[src/rtl/telemetre_ctrl_if.sv]
// Signal bundle joining the telemeter sequencer to the sensor pins and to the
// BCD counter and display chain.
interface telemetre_ctrl_if;
    logic       Start;
    logic       Auto;
    logic       Echo;
    logic       Trig;
    logic       CntClr;
    logic       CntTick;
    logic       Latch;
    logic       Timeout;
    logic       Busy;
    logic [8:0] Cm;

    modport master (
        output Start, Auto, Echo,
        input  Trig, CntClr, CntTick, Latch, Timeout, Busy, Cm
    );

    modport slave (
        input  Start, Auto, Echo,
        output Trig, CntClr, CntTick, Latch, Timeout, Busy, Cm
    );
endinterface

[src/rtl/telemetre_ctrl.sv]
// Ultrasonic telemeter sequencer: fires the trigger, times the echo in centimetre ticks,
// and drives clear/tick/latch strobes to the BCD counter chain.
module telemetre_ctrl #(
    parameter int unsigned TRIG_CYCLES    = 500,
    parameter int unsigned TICK_DIV       = 2900,
    parameter int unsigned TIMEOUT_CYCLES = 1500000,
    parameter int unsigned MAX_CM         = 400,
    parameter int unsigned HOLDOFF_CYCLES = 3000000
) (
    input logic             Clk,
    input logic             Reset,
    telemetre_ctrl_if.slave bus
);
    localparam int unsigned SpanA     = (TRIG_CYCLES > TIMEOUT_CYCLES) ? TRIG_CYCLES
                                                                       : TIMEOUT_CYCLES;
    localparam int unsigned TimerSpan = (SpanA > HOLDOFF_CYCLES) ? SpanA : HOLDOFF_CYCLES;
    localparam int unsigned TimerW    = (TimerSpan > 1) ? $clog2(TimerSpan) : 1;
    localparam int unsigned PrescW    = (TICK_DIV > 1) ? $clog2(TICK_DIV) : 1;

    localparam logic [TimerW-1:0] TrigLast    = TimerW'(TRIG_CYCLES - 1);
    localparam logic [TimerW-1:0] TimeoutLast = TimerW'(TIMEOUT_CYCLES - 1);
    localparam logic [TimerW-1:0] HoldoffLast = TimerW'(HOLDOFF_CYCLES - 1);
    localparam logic [PrescW-1:0] PrescLast   = PrescW'(TICK_DIV - 1);
    // Tick is decoded one count early so the registered strobe lines up with the wrap.
    localparam logic [PrescW-1:0] TickDue     = PrescW'(TICK_DIV - 2);
    localparam logic [8:0]        MaxCm       = 9'(MAX_CM);

    typedef enum logic [2:0] {
        StIdle,
        StTrig,
        StWaitEcho,
        StMeasure,
        StHoldoff
    } stateE;

    stateE             stateQ, stateD;
    logic [TimerW-1:0] timerQ, timerD;
    logic [PrescW-1:0] prescQ, prescD;
    logic [8:0]        cmQ, cmD;
    logic [2:0]        echoShQ;
    logic              trigQ, trigD;
    logic              clrQ, clrD;
    logic              tickQ, tickD;
    logic              latchQ, latchD;
    logic              timeoutQ, timeoutD;
    logic              busyQ, busyD;
    logic              echoRise, echoFall;

    // echoShQ[1] is the synchronised echo, echoShQ[2] its previous value.
    assign echoRise = echoShQ[1] & ~echoShQ[2];
    assign echoFall = ~echoShQ[1] & echoShQ[2];

    always_ff @(posedge Clk) begin
        if (Reset) begin
            stateQ   <= StIdle;
            timerQ   <= '0;
            prescQ   <= '0;
            cmQ      <= '0;
            echoShQ  <= '0;
            trigQ    <= 1'b0;
            clrQ     <= 1'b0;
            tickQ    <= 1'b0;
            latchQ   <= 1'b0;
            timeoutQ <= 1'b0;
            busyQ    <= 1'b0;
        end else begin
            stateQ   <= stateD;
            timerQ   <= timerD;
            prescQ   <= prescD;
            cmQ      <= cmD;
            echoShQ  <= {echoShQ[1:0], bus.Echo};
            trigQ    <= trigD;
            clrQ     <= clrD;
            tickQ    <= tickD;
            latchQ   <= latchD;
            timeoutQ <= timeoutD;
            busyQ    <= busyD;
        end
    end

    always_comb begin
        stateD   = stateQ;
        timerD   = timerQ;
        prescD   = prescQ;
        cmD      = cmQ;
        trigD    = 1'b0;
        clrD     = 1'b0;
        tickD    = 1'b0;
        latchD   = 1'b0;
        timeoutD = timeoutQ;
        busyD    = 1'b1;

        unique case (stateQ)
            StIdle: begin
                busyD = 1'b0;
                if (bus.Start || bus.Auto) begin
                    stateD   = StTrig;
                    timerD   = '0;
                    cmD      = '0;
                    trigD    = 1'b1;
                    clrD     = 1'b1;
                    timeoutD = 1'b0;
                    busyD    = 1'b1;
                end
            end
            StTrig: begin
                if (timerQ == TrigLast) begin
                    stateD = StWaitEcho;
                    timerD = '0;
                end else begin
                    trigD  = 1'b1;
                    timerD = timerQ + 1'b1;
                end
            end
            StWaitEcho: begin
                if (echoRise) begin
                    stateD = StMeasure;
                    prescD = '0;
                end else if (timerQ == TimeoutLast) begin
                    stateD   = StHoldoff;
                    timerD   = '0;
                    timeoutD = 1'b1;
                end else begin
                    timerD = timerQ + 1'b1;
                end
            end
            StMeasure: begin
                // A fall wins over both the pending tick and the over-range abort.
                if (echoFall) begin
                    stateD = StHoldoff;
                    timerD = '0;
                    latchD = 1'b1;
                end else if (cmQ == MaxCm) begin
                    stateD   = StHoldoff;
                    timerD   = '0;
                    timeoutD = 1'b1;
                end else begin
                    if (prescQ == TickDue) begin
                        tickD = 1'b1;
                        cmD   = cmQ + 9'd1;
                    end
                    prescD = (prescQ == PrescLast) ? '0 : prescQ + 1'b1;
                end
            end
            StHoldoff: begin
                if (timerQ == HoldoffLast) begin
                    stateD = StIdle;
                    busyD  = 1'b0;
                end else begin
                    timerD = timerQ + 1'b1;
                end
            end
            default: begin
                stateD = StIdle;
                busyD  = 1'b0;
            end
        endcase
    end

    assign bus.Trig    = trigQ;
    assign bus.CntClr  = clrQ;
    assign bus.CntTick = tickQ;
    assign bus.Latch   = latchQ;
    assign bus.Timeout = timeoutQ;
    assign bus.Busy    = busyQ;
    assign bus.Cm      = cmQ;
endmodule

[src/flat_wrapper.sv]
// flat-port wrapper written by rule: the top's interface ports become plain ports
module telemetre_ctrl_flat 
#(
    parameter int unsigned TRIG_CYCLES    = 500,
    parameter int unsigned TICK_DIV       = 2900,
    parameter int unsigned TIMEOUT_CYCLES = 1500000,
    parameter int unsigned MAX_CM         = 400,
    parameter int unsigned HOLDOFF_CYCLES = 3000000
)
  (Clk, Reset, bus_Start, bus_Auto, bus_Echo, bus_Trig, bus_CntClr, bus_CntTick, bus_Latch, bus_Timeout, bus_Busy, bus_Cm);
  telemetre_ctrl_if bus_i ();
  input logic Clk;
  input logic Reset;
  input wire logic [$bits(bus_i.Start)-1:0] bus_Start;
  input wire logic [$bits(bus_i.Auto)-1:0] bus_Auto;
  input wire logic [$bits(bus_i.Echo)-1:0] bus_Echo;
  output wire logic [$bits(bus_i.Trig)-1:0] bus_Trig;
  output wire logic [$bits(bus_i.CntClr)-1:0] bus_CntClr;
  output wire logic [$bits(bus_i.CntTick)-1:0] bus_CntTick;
  output wire logic [$bits(bus_i.Latch)-1:0] bus_Latch;
  output wire logic [$bits(bus_i.Timeout)-1:0] bus_Timeout;
  output wire logic [$bits(bus_i.Busy)-1:0] bus_Busy;
  output wire logic [$bits(bus_i.Cm)-1:0] bus_Cm;
  assign bus_i.Start = bus_Start;
  assign bus_i.Auto = bus_Auto;
  assign bus_i.Echo = bus_Echo;
  assign bus_Trig = bus_i.Trig;
  assign bus_CntClr = bus_i.CntClr;
  assign bus_CntTick = bus_i.CntTick;
  assign bus_Latch = bus_i.Latch;
  assign bus_Timeout = bus_i.Timeout;
  assign bus_Busy = bus_i.Busy;
  assign bus_Cm = bus_i.Cm;
  telemetre_ctrl #(.TRIG_CYCLES(TRIG_CYCLES), .TICK_DIV(TICK_DIV), .TIMEOUT_CYCLES(TIMEOUT_CYCLES), .MAX_CM(MAX_CM), .HOLDOFF_CYCLES(HOLDOFF_CYCLES)) u_core (.Clk(Clk), .Reset(Reset), .bus(bus_i));
endmodule
[config.mk]
export PLATFORM = sky130hd
export DESIGN_NAME = telemetre_ctrl_flat
export DESIGN_NICKNAME = d
export VERILOG_FILES = /design/src/rtl/telemetre_ctrl_if.sv /design/src/rtl/telemetre_ctrl.sv /design/src/flat_wrapper.sv
export SDC_FILE = /design/constraint.sdc
export NUM_CORES = 1
export LEC_CHECK = 0
export ABC_AREA = 1
export CORE_ASPECT_RATIO = 1.1
export CORE_MARGIN = 2
export CORE_UTILIZATION = 45
export DETAILED_ROUTE_END_ITERATION = 8
export PLACE_DENSITY_LB_ADDON = 0.25
export SETUP_SLACK_MARGIN = 0.5
export SLEW_MARGIN = 10
export SYNTH_ARGS = -nofsm -noshare
export SYNTH_HDL_FRONTEND = slang
export SYNTH_SLANG_ARGS = --single-unit
[constraint.sdc]
create_clock -name Clk -period 2.9 [get_ports Clk]
set_clock_uncertainty 0.15 [all_clocks]
set_input_delay 0.435 -clock Clk [delete_from_list [all_inputs] [get_ports Clk]]
set_output_delay 0.435 -clock Clk [all_outputs]
set_load 0.01 [all_outputs]
==> metrics.txt <==
clock sinks=55; CTS tree=yes; Overall Global Routing Usage=19.9%; Logic pwr share=40.6%; routed len/inst=12.1 µm; Max VDD drop=0.433 mV; maximum fanout along the worst path=14; largest net degree at the start of global routing=20; # setup viols final=0; die area=9010 µm²; outcome=complete, no violations; input/output buffers=19; Placer Congestion=0.961; clk slew on worst S/H paths=110 ps; clock share of power=20.1%; post-synthesis sequential area ratio=29.6%; share of layout cells above drive strength 1=9.32%; chip height=99.4 µm; Req. time, crit path=3000 ps; P_sw=0.000937 W; effective utilization at floorplan=46.8%; Root Driver=clkbuf_8; initial drt markers=231; CTS Buf Count=5; Hold Vio Cnt, Final=0; Setup TNS=0 ps; reg-to-reg slack, setup=730 ps; number of core rows=34; Synth area leaders=dfxtp_1, nand2_1, nor2_1; top-area cell type share of the netlist area=29.6%; Slew headroom=61.5%; area delta synth->final=10.2%; Worst Hold Endpoint=u_core.echoShQ[1]; WHS Path Cells=2; Layout Nets=631; CP arrival=2270 ps; mapped cell area=3720 µm²; startpoint types=flip-flop; Setup CP Type=flip-flop to flip-flop; Non-Filler Instances=730; core area=7960 µm²; Final Slew Violations=0; area of the multi-input gates=2180 µm²; Tmin final=2170 ps; Worst setup EP type=flip-flop; die width=90.7 µm; sequential cell area=1100 µm²; num ports=20; area leader, netlist=dfxtp_1; Pint=0.00129 W; Worst-Margin Slew=577 ps; Sw Ratio=42.1%; power density cells=543 nW/µm²; Antenna Violating Nets Remaining=0; total number of H-tree levels=2; first drt pass iteration count=5; Fmax achieved=460 MHz; reg2reg path depth=10; worst r2r src=u_core.bus.Cm[0]; min-delay worst type=flip-flop to flip-flop; vias in the first global route=3297; most common cell after layout, fill and taps aside=nand2_1; DRC Markers=0; via count=3653; RR Endpoint=u_core.prescQ[8]; dpl cells=716; GR Overflow Total=0; fill count=857; first-pass GRT wire length=14900 µm; worst skew pair latency=320 ps; Post-Route WL=8840 µm; routed vias/inst=5.00; final worst-path cycle share=74.9%; P_leak=1.70 nW; sequential power share=39.3%; Synthesis Warnings=0; CTS max path bufs=2; most frequent cells in the layout=nand2_1, nor2_1, inv_1, dfxtp_1, nand3_1; RSZ-0062 raised after global routing=no; worst hold start=u_core.echoShQ[0]; diodes inserted=0; Synth cell types=42; Max-Cap Viols=0; synthesized net count=607; DP HPWL=6730 µm; Syn Area/Cell=6.23 µm²; FF+latch count, synth=55; Cells after Synth=597; initial antenna violation count=0
==> cell type report <==
class | instances | area share, %
Tap cell | 108 | 3.30
Timing Repair Buffer | 29 | 6.47
Inverter | 84 | 7.94
Clock buffer | 6 | 1.77
Multi-Input combinational cell | 446 | 53.3
Clock inverter | 2 | 0.397
Sequential cell | 55 | 26.9
==> critical path, stage by stage, from the launching register on <==
cell	delay (ps)
dfxtp_1	380
inv_1	80
ha_1	140
nand2_1	50
nor2_1	160
nand2_1	130
nand3_1	130
nand2_2	190
a21oi_2	410
o21ai_0	160
a21oi_1	140
==> through the flow <==
step / area (µm²) / total power [W] / hold WS [ps] / utilization [%] / setup WS (ps)
2_1_floorplan: 3720 / 0.00159 / 238 / - / 1070
3_3_place_gp: 3960 / 0.00177 / 246 / 49.8 / 650
3_5_place_dp: 3960 / 0.00180 / 243 / 49.8 / 608
4_1_cts: 4050 / 0.00224 / 259 / 50.9 / 598
5_1_grt: 4100 / 0.00236 / 261 / 51.5 / 544
6_report: 4100 / 0.00223 / 258 / 51.5 / 727
==> what timing repair did <==
| item | 4_1_cts | 5_1_grt |
|---|---|---|
| endpoints found under the setup margin | 0 | 9 |
| hold buffers | 0 | 0 |
| buffers inserted | 0 | 6 |
| gates resized for setup | 0 | 0 |
| endpoints found under the hold margin | 0 | 0 |
==> cells in the mapped netlist (all sizes together) <==
library cell    n
a21oi          33
a31oi           4
and3            5
buf             8
clkbuf          4
clkinv          1
dfxtp          55
ha              5
inv            83
nand2         180
nand3          52
nand3b          3
nand4          17
nor2          105
nor3           14
nor3b           1
o211ai          2
o21a            1
o21ai          18
o21bai          1
xnor2           1
xor2            4
==> cell families after synthesis <==
group,Yosys count,share of synthesized area (%)
compound gates,59,8.44
xor+xnor,5,1.18
fa+ha+maj,5,1.68
buf+inv,96,11.7
flops,55,29.6
simple gates,377,47.4
==> worst max path at each step <==
stage / cells after the start / start / end
after floorplan: 11 / u_core.timerQ[0] / u_core.timerQ[20]
after global placement: 10 / bus_Auto / u_core.timerQ[0]
after detailed placement: 10 / bus_Start / u_core.timerQ[0]
after CTS: 11 / u_core.timerQ[0] / u_core.timerQ[0]
after global routing: 10 / u_core.bus.Cm[0] / u_core.prescQ[8]
final: 10 / u_core.bus.Cm[0] / u_core.prescQ[8]
==> power by group through the flow <==
stage                     clock [W]  combinational (W)  sequential [W]
after floorplan                   0           0.000698        0.000894
final                      0.000447           0.000905        0.000874
after global routing       0.000473            0.00101        0.000881
after CTS                  0.000454           0.000907        0.000874
after global placement            0           0.000886        0.000886
after detailed placement          0           0.000905        0.000891
==> flip-flops by register name, summed over array words and instances, names as in the netlist <==
name	cells
u_core.bus.Cm	9
u_core.bus.CntTick	1
u_core.bus.Busy	1
u_core.prescQ	12
u_core.bus.Trig	1
u_core.bus.Latch	1
u_core.timerQ	22
u_core.stateQ	3
u_core.bus.CntClr	1
u_core.echoShQ	3
u_core.bus.Timeout	1
==> metal layers <==
| metal | global-route usage [%] | wire length (µm) |
|---|---|---|
| met1 | 26.1 | 4310 |
| met2 | 33.6 | 4040 |
| met3 | 2.42 | 334 |
| met4 | 7.34 | 151 |
| met5 | 0 | 0 |
No activity file was read; power rests on OpenSTA's default activity.
